<file path="src/rtl/otp_block_sequencer.sv">
// Streams a latched MSG_SIZE-bit message/key pair through a KEY_SIZE-bit registered
// XOR cryptor one slice at a time and assembles the returned slices into the ciphertext.
module otp_block_sequencer #(
   parameter int unsigned KEY_SIZE = 16,
   parameter int unsigned MSG_SIZE = 240
) (
   input  logic                i_clk,
   input  logic                i_rst,
   input  logic                i_start,
   input  logic [MSG_SIZE-1:0] i_msg,
   input  logic [MSG_SIZE-1:0] i_key,
   output logic                o_busy,
   output logic                o_done,
   output logic [MSG_SIZE-1:0] o_cipher,
   output logic [KEY_SIZE-1:0] o_blk_msg,
   output logic [KEY_SIZE-1:0] o_blk_key,
   input  logic [KEY_SIZE-1:0] i_blk_out,
   output logic [3:0]          o_blk_idx
);

   localparam int unsigned NBLK     = MSG_SIZE / KEY_SIZE;
   localparam logic [3:0]  LAST_IDX = 4'(NBLK - 1);

   typedef enum logic [1:0] {StIdle, StRun, StDrain, StDone} state_e;

   state_e              r_state;
   state_e              w_state_next;
   logic [3:0]          r_idx;
   logic [MSG_SIZE-1:0] r_msg;
   logic [MSG_SIZE-1:0] r_key;
   logic [MSG_SIZE-1:0] r_cipher;
   logic                w_accept;
   logic                w_capture;
   logic [3:0]          w_cap_idx;

   always_ff @(posedge i_clk or posedge i_rst) begin
      if (i_rst) begin
         r_state <= StIdle;
      end else begin
         r_state <= w_state_next;
      end
   end

   always_comb begin
      w_state_next = r_state;
      case (r_state)
         StIdle:  if (i_start) w_state_next = StRun;
         StRun:   if (r_idx == LAST_IDX) w_state_next = StDrain;
         StDrain: w_state_next = StDone;
         StDone:  w_state_next = StIdle;
         default: w_state_next = StIdle;
      endcase
   end

   // The cryptor output lags the driven slice by one cycle, so RUN captures slot idx-1.
   always_comb begin
      w_accept  = (r_state == StIdle) && i_start;
      w_capture = 1'b0;
      w_cap_idx = 4'd0;
      if (r_state == StRun && r_idx != 4'd0) begin
         w_capture = 1'b1;
         w_cap_idx = r_idx - 4'd1;
      end else if (r_state == StDrain) begin
         w_capture = 1'b1;
         w_cap_idx = LAST_IDX;
      end
   end

   always_ff @(posedge i_clk or posedge i_rst) begin
      if (i_rst) begin
         r_idx    <= 4'd0;
         r_msg    <= '0;
         r_key    <= '0;
         r_cipher <= '0;
      end else begin
         if (w_accept) begin
            r_idx    <= 4'd0;
            r_msg    <= i_msg;
            r_key    <= i_key;
            r_cipher <= '0;
         end else if (r_state == StRun && r_idx != LAST_IDX) begin
            r_idx <= r_idx + 4'd1;
         end
         if (w_capture) begin
            r_cipher[w_cap_idx*KEY_SIZE +: KEY_SIZE] <= i_blk_out;
         end
      end
   end

   always_comb begin
      o_busy    = (r_state != StIdle);
      o_done    = (r_state == StDone);
      o_cipher  = r_cipher;
      o_blk_msg = '0;
      o_blk_key = '0;
      o_blk_idx = 4'd0;
      if (r_state == StRun || r_state == StDrain) begin
         o_blk_msg = r_msg[r_idx*KEY_SIZE +: KEY_SIZE];
         o_blk_key = r_key[r_idx*KEY_SIZE +: KEY_SIZE];
         o_blk_idx = r_idx;
      end
   end

endmodule
</file>
<file path="config.mk">
export PLATFORM = sky130hd
export DESIGN_NAME = otp_block_sequencer
export DESIGN_NICKNAME = d
export VERILOG_FILES = /design/src/rtl/otp_block_sequencer.sv
export SDC_FILE = /design/constraint.sdc
export NUM_CORES = 2
export LEC_CHECK = 0
export ABC_CLOCK_PERIOD_IN_PS = 60500
export CORE_AREA = 2 2 306 308
export DETAILED_ROUTE_END_ITERATION = 8
export DIE_AREA = 0 0 308 310
export SETUP_SLACK_MARGIN = 0.1
export SYNTH_ARGS = -nofsm -noshare
export SYNTH_HDL_FRONTEND = slang
export SYNTH_SLANG_ARGS = --single-unit
</file>
<file path="constraint.sdc">
create_clock -name i_clk -period 60.5 [get_ports i_clk]
set_input_delay 15.125 -clock i_clk [delete_from_list [all_inputs] [get_ports i_clk]]
set_output_delay 15.125 -clock i_clk [all_outputs]
set_load 0.02 [all_outputs]
</file>
==> results.txt <==
----------------------------------------------------
[Clock tree]
  Post-CTS setup repair buffer count ... 0
  Clock network latency to the later pin of the worst-skew pair ... 620 ps
  Library cell used as clock root buffer ... clkbuf_16
  Hold buffer count at cts ... 0
  Buffer depth of the longest clock path ... 3
  H-tree depth ... 3
  Sinks on the clock net ... 726
  Number of instances resized during post-cts repair ... 0
  Clock transition at the registers of the reported paths ... 60 ps
  Cts bufs inserted ... 83
  TritonCTS clock tree ... built

[Outcome]
  Status ... finished, final reports clean

[Placement]
  Last weighted congestion value of the routability-driven placer ... 0.882
  Number of port buffers ... 776
  Detailed-placement wirelength estimate ... 87800 µm

[Power]
  Power density of the placed cells ... 48.4 mW/mm²
  Worst supply voltage drop on vdd ... 26.1 µV
  Leakage power ... 21.4 nW

[GRT]
  Antenna violations before repair ... 18
  Number of global-route vias before repair ... 27100
  Total grt overflow ... 0
  Wire length of the first global-routing pass ... 178000 µm
  Overall Global Routing Usage ... 25.0%
  Pin count of the biggest net entering global routing ... 181

[Yosys]
  Syn_area_per_cell ... 9.66 µm²
  Unique masters post-synth ... 52
  FFs w/ async S/R, synth ... 100%
  Yosys reg bits ... 726
  Most used flip-flop cell after synthesis ... dfrtp_1
  Post-Synthesis Cells ... 3378
  Synthesized area ... 0.0326 mm²
  Sequential element share of the synthesized area ... 55.7%
  Number of warnings issued by yosys ... 0
  Number of enable-type register cells in the synthesized netlist ... 0
  Syn_nets ... 3889

[Floorplanning]
  Initial core utilization ... 35.3%
  Die ar. ... 0.0955 mm²
  Placement Rows ... 112
  I/O pin count ... 777
  Placeable core region ... 0.0925 mm²
  Die Span X ... 308 µm
  Die height ... 310 µm

[Timing]
  Final worst path period share ... 33.6%
  Max Fclk ... 49.2 MHz
  Worst slew pin tran ... 1180 ps
  Hold Violations, Final ... 0
  Unrepaired setup endpoints after global routing ... false
  Headroom to the max-slew limit ... 21.2%
  Total of endpoints with negative setup slack in the final report ... 0
  Worst clock skew ... 20.3 ps
  Slew Viols, Final ... 0
  Post-layout min period ... 20310 ps
  Final total negative setup slack ... 0 ps

[Worst setup path]
  Max FO, Critical Path ... 44
  Type of the worst setup path ... flip-flop to output pin
  Data required time of the critical path ... 45380 ps
  Largest delay share family, worst path ... buffers and inverters
  Type of element launching the critical path ... flip-flop
  Buffers and inverters on the worst path ... 3
  Crit-path cells ... buf_4 -> buf_4 -> mux4_2 -> and2_1 -> a211oi_1 -> a211oi_1 -> clkdlybuf4s50_1
  Crit path capture type ... output pin
  Slowest stage delay, CP ... 900 ps
  Endpoint arrival time on the critical path ... 5180 ps
  Slowest cell on the critical path ... dfrtp_4

[Cells and area]
  P&R area growth vs syn ... 34.9%
  Final net count ... 4570
  Layout cells sized above 1 ... 7.55%
  End-of-flow core utilization ... 47.6%

[Routing]
  Antenna-violating nets left ... 0
  Number of vias after detailed routing ... 26700
  Average wire length per cell after detail routing ... 22.8 µm
  Post-detailed-routing wire length ... 121000 µm
  Iteration count of the initial detailed-routing pass ... 6
  Via/cell ratio ... 5.02
  Total DRC errors in the routed layout ... 0
  1st-iter DRT viols ... 2257

[Job]
  Max-cap violations ... 0

[Worst hold path]
  Type of the tightest min-delay check ... flip-flop to flip-flop

----------------------------------------------------
## per-layer routing
metal	vias up	wire, µm	GRT usage, %
met2	1062	57500	40.6
met5	-	146	0
li1	12300	-	-
met3	185	9130	5.29
met4	24	3720	8.46
met1	13200	50800	33.4
## area by class of cell
cell class	count	area (µm²)
sequential	726	18200
tap	1197	1500
timing repair buffer	814	8080
antenna	6	15.0
clock buffer	118	2390
clock inverter	25	254
inverter	30	120
fill	8780	48500
multi-input combinational	2404	13500
## cells by family (layout without fill, tap and decap cells)
kind of cell	count (synthesis)	count (layout)	share of synthesized area, %
buffers and inverters	248	987	3.20
flip-flops	726	726	55.7
multiplexers	369	369	15.1
other	0	6	0
AO/OA/AOI/OAI	145	145	3.16
XOR/XNOR	4	4	0.107
AND/OR/NAND/NOR	1874	1874	22.3
adder cells (fa/ha/maj)	12	12	0.460
## registers in the layout, indices dropped and copies added (netlist names)
name      flops
r_state       2
r_msg       240
r_key       240
r_idx         4
o_cipher    240
## synth_stat cells (3+ instances only)
cell         n  area (µm²)
nor3b_1      4        30.0
dfrtp_1    726       18200
a221o_1     16         160
a211oi_1    33         248
mux2_2      16         180
nand2_2      6        37.5
inv_1       27         101
nor3_1       3        15.0
mux2i_1    257        2570
a21o_1      16         120
nand3_1     38         190
nor2b_1      3        18.8
clkbuf_1   169         634
mux4_2      96        2160
buf_6        3        33.8
nor2_1      12        45.0
a21oi_1     17        85.1
o211ai_1    16         120
and2_1      19         119
nand2b_1     6        37.5
nand2_1   1768        6640
buf_1       13        48.8
ha_1        12         150
buf_4       15         113
buf_2       17        85.1
o21ai_0     37         185
## worst min-delay path: stages, from the launching register on
cell and delay (ps):
dfrtp_1 330, nand2_1 50, nand2_1 50
## per-stage QoR
| step | instance area (µm²) | total power, mW | hold WS, ps | worst slack, ps | cells |
|---|---|---|---|---|---|
| after floorplan | 32600 | 1.31 | 440 | 25010 | 3378 |
| after global placement | 41300 | 1.62 | 453 | 40830 | 5171 |
| after detailed placement | 41300 | 1.64 | 457 | 40790 | 5171 |
| after CTS | 44000 | 2.14 | 471 | 40090 | 5314 |
| after global routing | 44000 | 2.26 | 487 | 39880 | 5320 |
| final | 44000 | 2.13 | 467 | 40190 | 5320 |
## path summary, 6_finish.rpt
path,to,from,slack [ps],cells past startpoint
max,o_blk_msg[3],r_idx[0]$_DFFE_PP0P_,40190,7
min reg2reg,r_key[165]$_DFFE_PP0P_,r_key[165]$_DFFE_PP0P_,470,2
min,r_key[165]$_DFFE_PP0P_,r_key[165]$_DFFE_PP0P_,470,2
max in group asynchronous,o_cipher[147]$_DFF_PP0_,i_rst,42000,6
min in group asynchronous,o_cipher[61]$_DFF_PP0_,i_rst,14970,2
max reg2reg,o_cipher[233]$_DFF_PP0_,r_idx[0]$_DFFE_PP0P_,54200,11
## layout by cell type (no fill, tap or decap), drive strengths merged, types with 3 or more instances in the layout
master / n
a211oi: 33
a21o: 16
a21oi: 17
a221o: 16
and2: 19
buf: 38
bufinv: 3
clkbuf: 118
clkdlybuf4s50: 776
clkinv: 20
dfrtp: 726
diode: 6
ha: 12
inv: 31
mux2: 16
mux2i: 257
mux4: 96
nand2: 1774
nand2b: 7
nand3: 38
nand4: 4
nor2: 13
nor2b: 3
nor3: 3
nor3b: 4
o211ai: 16
o21ai: 37
## power breakdown
| group | total [mW] | internal (mW) | switching [mW] |
|---|---|---|---|
| clock | 0.495 | 0.288 | 0.207 |
| combinational | 0.868 | 0.356 | 0.512 |
| sequential | 0.765 | 0.658 | 0.108 |
Power figures use the tool's default switching activity.
